**src/rtl/alu_ctrl_sequencer.sv**
```systemverilog
// rtl/alu_ctrl_sequencer.sv - one-hot command decoder and single/multi-cycle ALU op sequencer
module alu_ctrl_sequencer #(
    parameter int               CTRL_W  = 8,
    parameter int               ACTRL_W = 4,
    parameter logic [CTRL_W-1:0] MC_MASK = CTRL_W'(8'b0011_0000),
    parameter int               MC_LAT  = 4
) (
    input  logic               clk,
    input  logic               rst_n,
    input  logic               cmd_valid,
    input  logic [CTRL_W-1:0]  cmd,
    output logic               cmd_ready,
    output logic [ACTRL_W-1:0] alu_ctrl,
    output logic               alu_start,
    output logic               alu_busy,
    output logic               done,
    output logic               err,
    output logic               err_sticky,
    input  logic               clear_err,
    input  logic               flush
);

    localparam int CNT_W = (MC_LAT > 1) ? $clog2(MC_LAT) : 1;

    typedef enum logic [1:0] {
        IDLE  = 2'd0,
        ISSUE = 2'd1,
        WAIT  = 2'd2,
        DONE  = 2'd3
    } state_t;

    state_t             state, state_n;
    logic [CNT_W-1:0]   cnt;
    logic               mc_q;
    logic               err_q;
    logic               sticky_q;
    logic [ACTRL_W-1:0] ctrl_q;

    logic               legal_c;
    logic               mc_c;
    logic [ACTRL_W-1:0] code_c;
    logic               accept;

    // MSB of cmd is op 0, so the code counts down from the top bit
    always_comb begin
        legal_c = (cmd != '0) && ((cmd & (cmd - CTRL_W'(1))) == '0);
        code_c  = '0;
        mc_c    = 1'b0;
        for (int i = 0; i < CTRL_W; i++) begin
            if (cmd[i]) begin
                code_c = ACTRL_W'(CTRL_W - 1 - i);
                mc_c   = MC_MASK[i];
            end
        end
    end

    assign accept = cmd_valid && (state == IDLE) && !flush;

    always_comb begin
        state_n = state;
        case (state)
            IDLE:    if (accept && legal_c) state_n = ISSUE;
            ISSUE:   state_n = mc_q ? WAIT : DONE;
            WAIT:    if (cnt == '0) state_n = DONE;
            DONE:    state_n = IDLE;
            default: state_n = IDLE;
        endcase
        if (flush) state_n = IDLE;
    end

    always_ff @(posedge clk or negedge rst_n) begin
        if (!rst_n) begin
            state    <= IDLE;
            cnt      <= '0;
            mc_q     <= 1'b0;
            err_q    <= 1'b0;
            sticky_q <= 1'b0;
            ctrl_q   <= '0;
        end else begin
            state <= state_n;
            err_q <= accept && !legal_c;
            // a new illegal command outranks a simultaneous clear request
            if (accept && !legal_c)
                sticky_q <= 1'b1;
            else if (clear_err)
                sticky_q <= 1'b0;
            if (accept && legal_c) begin
                ctrl_q <= code_c;
                mc_q   <= mc_c;
            end
            if (flush)
                cnt <= '0;
            else if (state == ISSUE)
                cnt <= CNT_W'(MC_LAT - 1);
            else if (state == WAIT && cnt != '0)
                cnt <= cnt - CNT_W'(1);
        end
    end

    assign cmd_ready  = (state == IDLE);
    assign alu_start  = (state == ISSUE);
    assign alu_busy   = (state == ISSUE) || (state == WAIT);
    assign done       = (state == DONE);
    assign err        = err_q;
    assign err_sticky = sticky_q;
    assign alu_ctrl   = ctrl_q;

endmodule

```
**config.mk**
```make
export PLATFORM = sky130hd
export DESIGN_NAME = alu_ctrl_sequencer
export DESIGN_NICKNAME = d
export VERILOG_FILES = /design/src/rtl/alu_ctrl_sequencer.sv
export SDC_FILE = /design/constraint.sdc
export NUM_CORES = 1
export LEC_CHECK = 0
export ABC_CLOCK_PERIOD_IN_PS = 2100
export BUFFER_PORTS_ARGS = -buffer_cell sky130_fd_sc_hd__buf_2
export CORE_MARGIN = 2
export CORE_UTILIZATION = 49
export DETAILED_ROUTE_END_ITERATION = 16
export GPL_TIMING_DRIVEN = 0
export PLACE_DENSITY = 0.77
export SKIP_CTS_REPAIR_TIMING = 1
export SYNTH_ARGS = -nofsm -noshare
export SYNTH_HDL_FRONTEND = slang
export SYNTH_SLANG_ARGS = --single-unit
```
**constraint.sdc**
```tcl
create_clock -name clk -period 2.1 [get_ports clk]
set_clock_uncertainty 0.1 [all_clocks]
set_input_delay 0.42 -clock clk [delete_from_list [all_inputs] [get_ports clk]]
set_output_delay 0.42 -clock clk [all_outputs]
set_load 0.1 [all_outputs]
```
## Word-level counts from Yosys, hierarchy flattened

Index checks and enable logic that the tools add are counted.

| word-level totals | value |
|---|---|
| flip-flop bits (word level) | 11 |
| output and inout bits | 10 |

| cells by class | value |
|---|---|
| equal/unequal tests | 5 |
| add/sub/neg operators | 2 |
| bitwise logic cells | 1 |
| mux-type cells | 22 |
| reductions and logical operators | 17 |

Operator list:

| operator | number |
|---|---|
| two-way mux 4 bit | 5 |
| two-way mux 2 bit | 6 |
| two-way mux 3 bit | 3 |
| AND 8 bit | 1 |
| zero test 8 bit | 1 |
| case mux 2 bit (4 select lines) | 1 |
| nonzero test 8 bit | 1 |
| subtractor 8 x 1 -> 8 bit (second input constant) | 1 |
| two-way mux 1 bit | 7 |
| logical AND 1 bit | 6 |
| equality test 2 bit (second input constant) | 2 |
| zero test 2 bit | 2 |
| nonzero test 2 bit | 2 |
| inequality test 3 x 1 -> 1 bit (second input constant) | 1 |
| inequality test 3 bit (second input constant) | 1 |
| nonzero test 3 bit | 1 |
| equality test 2 x 1 -> 1 bit (second input constant) | 1 |
| zero test 1 bit | 2 |
| AND reduction 2 bit | 1 |
| subtractor 2 x 1 -> 2 bit (second input constant) | 1 |
| logical OR 1 bit | 1 |

## Logic depth before layout (Yosys ltp)

Gate-level depths: netlist (run 1).

| logic depth | value |
|---|---|
| depth after elaboration | 8 |
| mapped depth | 7 |
| mapped depth without buffers | 7 |

## Worst setup path after synthesis (run 1)

No wires, ideal clock.

| timing | value |
|---|---|
| path kind | register to register |
| from | reg state[0] |
| to | reg ctrl_q[0], in the netlist alu_ctrl[0] |
| arrival time | 2.067 ns |
| required time | 1.875 ns |
| period minus slack after synthesis | 2.293 ns |
| path buffers | 0 |
| path slack | -0.193 ns |
| stages on the path, launching flop included | 7 |
| library setup time | 0.125 ns |
| cell sequence | dfrtp_1 -> inv_1 -> ha_1 -> nand2_1 -> nor2_1 -> nand2_4 -> mux2_4 |

| on the way | value |
|---|---|
| longest elaborated chain between the ends | 4 |

RTL lines:

| what | RTL line | source |
|---|---|---|
| start, declared | 32 | `state_t state, state_n;` |
| start signal, assigned | 80 | `state <= state_n;` |
| zero test 2 bit | n/a |  |
| net cmd_ready | 12 | `output logic cmd_ready,` |
| logical AND 1 bit (2 in a row) | 57 | `assign accept = cmd_valid && (state == IDLE) && !flush;` |
| logical AND 1 bit | 87 | `if (accept && legal_c) begin` |
| end signal, assigned | 88 | `ctrl_q <= code_c;` |
| end, declared | 37 | `logic [ACTRL_W-1:0] ctrl_q;` |

The timed path passes the listed nets, and every way through them passes these cells.
A chain may end at the register's enable or synchronous reset.

## Final worst setup path (run 1)

| timing | value |
|---|---|
| from | reg state[1] |
| to | out alu_start |

| on the way | value |
|---|---|
| longest elaborated chain between the ends | 1 |

RTL lines:

| what | RTL line | source |
|---|---|---|
| equality test 2 x 1 -> 1 bit | 101 | `assign alu_start = (state == ISSUE);` |
| end, declared | 14 | `output logic alu_start,` |

Every way passes these cells.

==> results of run 1 <==
## per-layer routing
| layer | track usage (%) | up-vias | wire length [um] |
|---|---|---|---|
| li1 | - | 326 | - |
| met1 | 21.08 | 303 | 584 |
| met2 | 33.33 | 12 | 755 |
| met3 | 2.553 | 2 | 39 |
| met4 | 9.091 | 0 | 19 |
| met5 | 0 | - | 0 |
## cells by family (layout without fill, tap and decap cells)
family,Yosys count,count (layout)
muxes,5,5
AOI/OAI and AO/OA,20,20
buffers and inverters,8,34
DFF,10,10
adders and majority gates,6,6
and+or+nand+nor,27,27
xor gates and xnor gates,1,1
other,1,1
## power groups by stage
| stage | sequential (W) | clock, W | combinational, W |
|---|---|---|---|
| 5_1_grt | 0.000259 | 0.000183 | 0.000573 |
| 4_1_cts | 0.000254 | 0.000175 | 0.000534 |
| 6_report | 0.000253 | 0.000173 | 0.000534 |
| 3_5_place_dp | 0.000257 | 0 | 0.000532 |
| 3_3_place_gp | 0.000255 | 0 | 0.000522 |
| 2_1_floorplan | 0.000344 | 0 | 0.000365 |
## registers in the layout (all words and copies together) (netlist names)
signal and flops:
alu_ctrl 3, cnt 2, err 1, err_sticky 1, mc_q 1, state 2
## area by class of cell
cell class	instances	area (sq um)	area share, %
multi-input combinational	60	461.7	50.20
sequential	10	250.2	27.21
timing repair buffer	22	117.6	12.79
clock buffer	4	36.28	3.946
inverter	7	26.28	2.857
tap	16	20.02	2.177
buffer	1	7.507	0.8163
## final timing paths
kind,start,end,slack (ns),depth (start not counted)
min,clear_err,err_sticky$_DFFE_PN0P_,0.26,2
max in group asynchronous,rst_n,alu_ctrl[0]$_DFFE_PN0P_,1.27,2
max,state[1]$_DFFE_PN0P_,alu_start,0.11,3
max reg2reg,state[0]$_DFFE_PN0P_,state[1]$_DFFE_PN0P_,0.41,7
min in group asynchronous,rst_n,state[1]$_DFFE_PN0P_,0.44,2
min reg2reg,alu_ctrl[0]$_DFFE_PN0P_,alu_ctrl[0]$_DFFE_PN0P_,0.41,1
## cell usage after synthesis
cell / count / share of area, %
sky130_fd_sc_hd__and2b_2: 2 / 2.4
sky130_fd_sc_hd__nand2_1: 2 / 1.0
sky130_fd_sc_hd__nand2b_1: 6 / 5.1
sky130_fd_sc_hd__nor3_1: 2 / 1.3
sky130_fd_sc_hd__o21ai_2: 1 / 1.2
sky130_fd_sc_hd__mux2i_1: 2 / 2.7
sky130_fd_sc_hd__and2_1: 1 / 0.84
sky130_fd_sc_hd__nor4_1: 1 / 0.84
sky130_fd_sc_hd__dfrtp_1: 10 / 34
sky130_fd_sc_hd__conb_1: 1 / 0.50
sky130_fd_sc_hd__o21bai_1: 2 / 2.0
sky130_fd_sc_hd__buf_4: 1 / 1.0
sky130_fd_sc_hd__o22ai_1: 2 / 1.7
sky130_fd_sc_hd__o31ai_1: 1 / 1.0
sky130_fd_sc_hd__nand2_4: 1 / 1.5
sky130_fd_sc_hd__nor2_1: 9 / 4.5
sky130_fd_sc_hd__ha_1: 6 / 10
sky130_fd_sc_hd__a21oi_1: 4 / 2.7
sky130_fd_sc_hd__xnor2_1: 1 / 1.2
sky130_fd_sc_hd__o41ai_2: 1 / 2.2
sky130_fd_sc_hd__mux2_4: 3 / 6.1
sky130_fd_sc_hd__o311a_1: 1 / 1.3
sky130_fd_sc_hd__or2_2: 2 / 1.7
sky130_fd_sc_hd__o21ai_0: 3 / 2.0
sky130_fd_sc_hd__a211oi_1: 2 / 2.0
sky130_fd_sc_hd__o211a_1: 1 / 1.3
sky130_fd_sc_hd__o22a_4: 1 / 2.4
sky130_fd_sc_hd__a2111oi_0: 1 / 1.2
sky130_fd_sc_hd__nand3b_1: 1 / 1.0
sky130_fd_sc_hd__inv_1: 7 / 3.5
## through the flow
stage	worst slack, ns	cell area (sq um)	total power (W)
finish	0.1073	919.6	0.0009604
global route	0.01367	919.6	0.001016
CTS	0.04330	907.1	0.0009625
detailed placement	0.1026	870.8	0.0007893
global placement	0.1474	870.8	0.0007764
floorplan	0.1221	745.7	0.0007083
==> impl_summary.txt, run 1 <==
----------------------------------------------------
[Finish]
  Nets@finish ... 124
  Share of final-layout standard cells stronger than drive strength 1 ... 36.54%
  Most common library cell in the layout ignoring fill and taps ... sky130_fd_sc_hd__buf_2
  Antenna Diode Count ... 0
  Final core area utilization ... 62.50%
  Synth-to-layout area growth ... 23.74%
  Top library cells by usage in the layout, fill and taps aside ... sky130_fd_sc_hd__buf_2 (20), sky130_fd_sc_hd__dfrtp_1 (10), sky130_fd_sc_hd__nor2_1 (9)
  Layout filler cell count ... 142
  Number of standard cells in the final layout excluding fillers ... 120

[Pwr]
  Switching Fraction ... 51.92%
  Max IR drop VDD ... 0.5341 mV
  Static power due to leakage ... 0.4839 nW
  Power per cell area ... 1044 nW/um^2
  Internal power summed over all cells ... 0.0004618 W
  Proportion of power drawn by combinational gates ... 55.6%
  Part of the total power dissipated in the clock network ... 18.0%
  NetSw ... 0.0004986 W
  Relative contribution of sequential cells to total power ... 26.4%

[Synth]
  Main combinational cell family by area after synthesis ... compound AO/OA/AOI/OAI gates
  Complex-gate fraction of the synthesized area ... 21.04%
  Gate count of the mapped netlist ... 78
  Adder-cell area share of the yosys netlist ... 10.10%
  Post-synthesis sequential area ratio ... 33.67%
  Mean cell area of the mapped netlist ... 9.528 sq um
  Post-synthesis sequential element count ... 10
  Fraction of synthesized area in multiplexers ... 8.754%
  Synth Net Count ... 97
  Cell Area, Synth ... 743.2 sq um
  Post-synth cell types ... 30
  Xor-xnor portion of the synthesized cell area ... 1.178%
  Warning count from the yosys run ... 0
  Post-synthesis share of cell area spent on and, or, nand and nor gates ... 20.20%

[Drt]
  Via density per instance ... 5.358
  Number of DRC markers after the initial detailed-route iteration ... 4
  Residual DRC ... 0
  Routed vias ... 643
  Routed wirelength normalized by instance count ... 11.66 um
  TritonRoute pass-1 iters ... 2
  Wire length after detailed routing ... 1399 um
  Post-DRT Antenna Nets ... 0

[Worst setup path]
  Kind of capture point of the worst setup path ... output pin
  Max FO, Critical Path ... 4
  Crit-path leading delay family ... buffers and inverters
  Worst-path cell with the longest stage delay ... sky130_fd_sc_hd__buf_2
  Worst Setup Start Kind ... flip-flop
  Total buffers and inverters traversed by the critical path ... 2
  Worst path arrival time ... 1.47 ns
  Ordered cell list for the critical path ... inv_1 > ha_1 > buf_2
  Worst path max stage delay ... 0.45 ns
  CP Class ... reg2out
  Required time of the critical path ... 1.58 ns

[Timing]
  Worst hold margin ... 0.2648 ns
  Count of final hold-check violations ... 0
  Timing-limited maximum frequency ... 501.8 MHz
  Final Setup Violations ... 0
  Number of pins with negative max-slew slack in the final report ... 0
  Post-Route Setup TNS ... 0 ns
  Final min period ... 1.993 ns
  Worst relative slew slack ... 67.82%
  Setup repair after global routing missed its margin ... false
  Worst slew pin tran ... 0.4706 ns
  Crit share post-route ... 94.89%

[Floorplan]
  Die boundary width ... 42.95 um
  Number of placement rows ... 14
  Area inside the core boundary ... 1471 sq um
  Boundary pin count ... 23
  Area of the die ... 1844 sq um
  Chip Height ... 42.95 um
  Effective utilization at floorplan ... 50.51%

[Global routing]
  Wire length of the first global-routing pass ... 2573 um
  Vias in the first global route ... 634
  Total track usage ... 18.50%
  Global route overflow ... 0
  Antenna violations before repair ... 0
  Maximum number of pins on one net before global-route repair ... 11

[Clocking]
  Max clock buf depth ... 2
  TritonCTS Buffers ... 3
  TritonCTS clock tree ... done
  Clock Root Buffer ... sky130_fd_sc_hd__clkbuf_4
  Clock edge transition at the registers on the reported setup and hold paths ... 0.07 ns
  Clock Sink Count ... 10
  Worst skew pair latency ... 0.26 ns
  Level count of the clock H-tree ... 1

[Outcome]
  Result of the run ... finished clean

[Min path]
  Hold Crit Class ... in2reg

[Place]
  Gp weighted congestion ... 0.7851
  IO buf count ... 21
  Detail Placement HPWL ... 1178 um
  Post-Place Cells ... 115

[Run]
  Max-cap violations ... 0

----------------------------------------------------
(Power assumes the default switching activity.)
==> run 2, diff against run 1 <==
ABC_CLOCK_PERIOD_IN_PS = 1900   (was 2100)
CTS_CLUSTER_SIZE = 24   (was not set)
clock period = 1.9 ns   (was 2.1 ns; I/O delays follow)
==> impl_summary.txt, run 2 (same netlist as run 1, synthesis figures left out) <==
----------------------------------------------------
[Finish]
  Number of standard cells in the final layout excluding fillers ... 120 (unchanged)
  Top library cells by usage in the layout, fill and taps aside ... sky130_fd_sc_hd__buf_2 (18), sky130_fd_sc_hd__nor2_1 (9), sky130_fd_sc_hd__dfrtp_1 (9) (was sky130_fd_sc_hd__buf_2 (20), sky130_fd_sc_hd__dfrtp_1 (10), sky130_fd_sc_hd__nor2_1 (9))
  Most common library cell in the layout ignoring fill and taps ... sky130_fd_sc_hd__buf_2 (unchanged)
  Nets@finish ... 124 (unchanged)
  Layout filler cell count ... 134 (was 142)
  Share of final-layout standard cells stronger than drive strength 1 ... 38.46% (was 36.54%)
  Synth-to-layout area growth ... 28.45% (was 23.74%)
  Number of flip-flops in the largest register ... 3 (unchanged)
  Antenna Diode Count ... 0 (unchanged)

[Global routing]
  Global route overflow ... 0 (unchanged)
  Total track usage ... 17.44% (was 18.50%)
  Wire length of the first global-routing pass ... 2449 um (was 2573 um)
  Maximum number of pins on one net before global-route repair ... 11 (unchanged)
  Antenna violations before repair ... 0 (unchanged)
  Vias in the first global route ... 599 (was 634)

[Worst setup path]
  Kind of capture point of the worst setup path ... output pin (unchanged)
  Worst path arrival time ... 1.36 ns (was 1.47 ns)
  R2R depth ... 7 (unchanged)
  FF-to-FF Start ... state[0]$_DFFE_PN0P_ (unchanged)
  Ordered cell list for the critical path ... inv_1 > ha_1 > buf_12 (was inv_1 > ha_1 > buf_2)
  Worst Setup Start Kind ... flip-flop (unchanged)
  Worst-path cell with the longest stage delay ... sky130_fd_sc_hd__dfrtp_1 (was sky130_fd_sc_hd__buf_2)
  Crit-path leading delay family ... flip-flops (was buffers and inverters)
  Setup slack of the worst register-to-register path ... 0.21 ns (was 0.41 ns)
  Required time of the critical path ... 1.42 ns (was 1.58 ns)
  CP Class ... reg2out (unchanged)
  FF-to-FF End ... state[1]$_DFFE_PN0P_ (unchanged)
  Worst path max stage delay ... 0.42 ns (was 0.45 ns)
  Worst setup startpoint ... state[1]$_DFFE_PN0P_ (unchanged)
  Critical Path Stages ... 3 (unchanged)
  Critical path endpoint ... alu_busy (was alu_start)
  Max FO, Critical Path ... 4 (unchanged)
  Total buffers and inverters traversed by the critical path ... 2 (unchanged)

[Place]
  IO buf count ... 21 (unchanged)
  Detail Placement HPWL ... 1162 um (was 1178 um)
  Gp weighted congestion ... 0.7688 (was 0.7851)
  Post-Place Cells ... 115 (unchanged)

[Pwr]
  Max IR drop VDD ... 0.8835 mV (was 0.5341 mV)
  Static power due to leakage ... 0.4896 nW (was 0.4839 nW)
  Proportion of power drawn by combinational gates ... 58.1% (was 55.6%)
  NetSw ... 0.0005641 W (was 0.0004986 W)
  Part of the total power dissipated in the clock network ... 16.6% (was 18.0%)
  Relative contribution of sequential cells to total power ... 25.3% (was 26.4%)
  Power per cell area ... 1178 nW/um^2 (was 1044 nW/um^2)
  Internal power summed over all cells ... 0.0005602 W (was 0.0004618 W)
  Switching Fraction ... 50.17% (was 51.92%)

[Clocking]
  Worst skew pair latency ... 0.26 ns (about the same)
  Clock edge transition at the registers on the reported setup and hold paths ... 0.07 ns (about the same)
  Max clock buf depth ... 2 (unchanged)
  TritonCTS Buffers ... 3 (unchanged)
  TritonCTS clock tree ... done (unchanged)
  Clock Root Buffer ... sky130_fd_sc_hd__clkbuf_4 (unchanged)
  Clock Sink Count ... 10 (unchanged)
  Level count of the clock H-tree ... 1 (unchanged)

[Floorplan]
  Effective utilization at floorplan ... 50.51% (unchanged)
  Number of placement rows ... 14 (unchanged)
  Chip Height ... 42.95 um (unchanged)
  Area inside the core boundary ... 1471 sq um (unchanged)
  Die boundary width ... 42.95 um (unchanged)
  Boundary pin count ... 23 (unchanged)
  Area of the die ... 1844 sq um (unchanged)

[Drt]
  Post-DRT Antenna Nets ... 0 (unchanged)
  Via density per instance ... 5.292 (was 5.358)
  Number of DRC markers after the initial detailed-route iteration ... 5 (was 4)
  Residual DRC ... 0 (unchanged)
  Wire length after detailed routing ... 1459 um (was 1399 um)
  Routed wirelength normalized by instance count ... 12.16 um (was 11.66 um)
  Routed vias ... 635 (was 643)
  TritonRoute pass-1 iters ... 4 (was 2)

[Timing]
  Final min period ... 1.843 ns
  Timing-limited maximum frequency ... 542.7 MHz
  Final Setup Violations ... 0 (unchanged)
  Worst relative slew slack ... 67.44% (was 67.82%)
  Number of pins with negative max-slew slack in the final report ... 0 (unchanged)
  Post-Route Setup TNS ... 0 ns (unchanged)
  Crit share post-route ... 96.99%
  Count of final hold-check violations ... 0 (unchanged)
  Worst slew pin tran ... 0.4761 ns (was 0.4706 ns)

[Run]
  Max-cap violations ... 0 (unchanged)

[Outcome]
  Result of the run ... finished clean (unchanged)

[Min path]
  Hold Crit Class ... in2reg (unchanged)

----------------------------------------------------
## run 2: cell counts in the layout (fill, tap and decap cells not counted)
No cell type changed its count.
## run 2: layout make-up
cell class	instances	area (sq um)	share of cell area, %
flip-flops and latches	10	251.5	26.34
clock buffers	4	36.28	3.801
multi-input cells	60	474.2	49.67
plain buffers	1	7.507	0.7864
inverters	7	26.28	2.752
repair buffers	22	138.9	14.55
well taps	16	20.02	2.097
## run 2: metrics by stage
step | setup slack [ns] | hold slack, ns | util [%] | cell area (sq um) | power [W]
2_1_floorplan | 0.04270 | -0.01559 | - | 758.2 | 0.0008038
3_3_place_gp | -0.01975 | 0.1454 | 60.03 | 883.3 | 0.0008689
3_5_place_dp | -0.02982 | 0.1488 | 60.03 | 883.3 | 0.0008827
4_1_cts | -0.1798 | -0.1296 | 62.50 | 919.6 | 0.001070
5_1_grt | -0.02232 | 0.2066 | 64.88 | 954.7 | 0.001182
6_report | 0.05719 | 0.2058 | 64.88 | 954.7 | 0.001124
## run 2: routing by layer
layer  GRT usage [%]  vias to the layer above  routed length (um)
met1           23.10                      293                 680
met4           5.455                        0                  14
met2           27.88                       14                 705
met5               0                        -                   0
li1                -                      326                   -
met3           4.255                        2                  58
## run 2: how the worst min path moves through the flow
stage | startpoint | end | slack, ns | depth (start not counted)
5_1_grt | clear_err | err_sticky$_DFFE_PN0P_ | 0.21 | 2
4_1_cts | rst_n | cnt[1]$_DFFE_PN0P_ | -0.13 | 1
3_3_place_gp | rst_n | cnt[1]$_DFFE_PN0P_ | 0.15 | 1
6_report | clear_err | err_sticky$_DFFE_PN0P_ | 0.21 | 2
3_5_place_dp | rst_n | cnt[1]$_DFFE_PN0P_ | 0.15 | 1
2_1_floorplan | rst_n | alu_ctrl[0]$_DFFE_PN0P_ | -0.02 | 0
## run 2: worst register-to-register path, cell delays in order, from the launching register on
cell and delay, ns:
sky130_fd_sc_hd__dfrtp_2 0.45, sky130_fd_sc_hd__inv_1 0.15, sky130_fd_sc_hd__ha_4 0.16, sky130_fd_sc_hd__nand2_1 0.06
sky130_fd_sc_hd__nor2_1 0.21, sky130_fd_sc_hd__nand2_1 0.10, sky130_fd_sc_hd__o21ai_2 0.19, sky130_fd_sc_hd__mux2i_1 0.21
## run 2: power groups by stage
stage               combinational [W]  clock (W)  sequential (W)
finish                       0.000653   0.000186        0.000285
global route                 0.000688   0.000204        0.000290
CTS                          0.000597   0.000190        0.000283
detailed placement           0.000596          0        0.000287
global placement             0.000584          0        0.000285
floorplan                    0.000424          0        0.000380
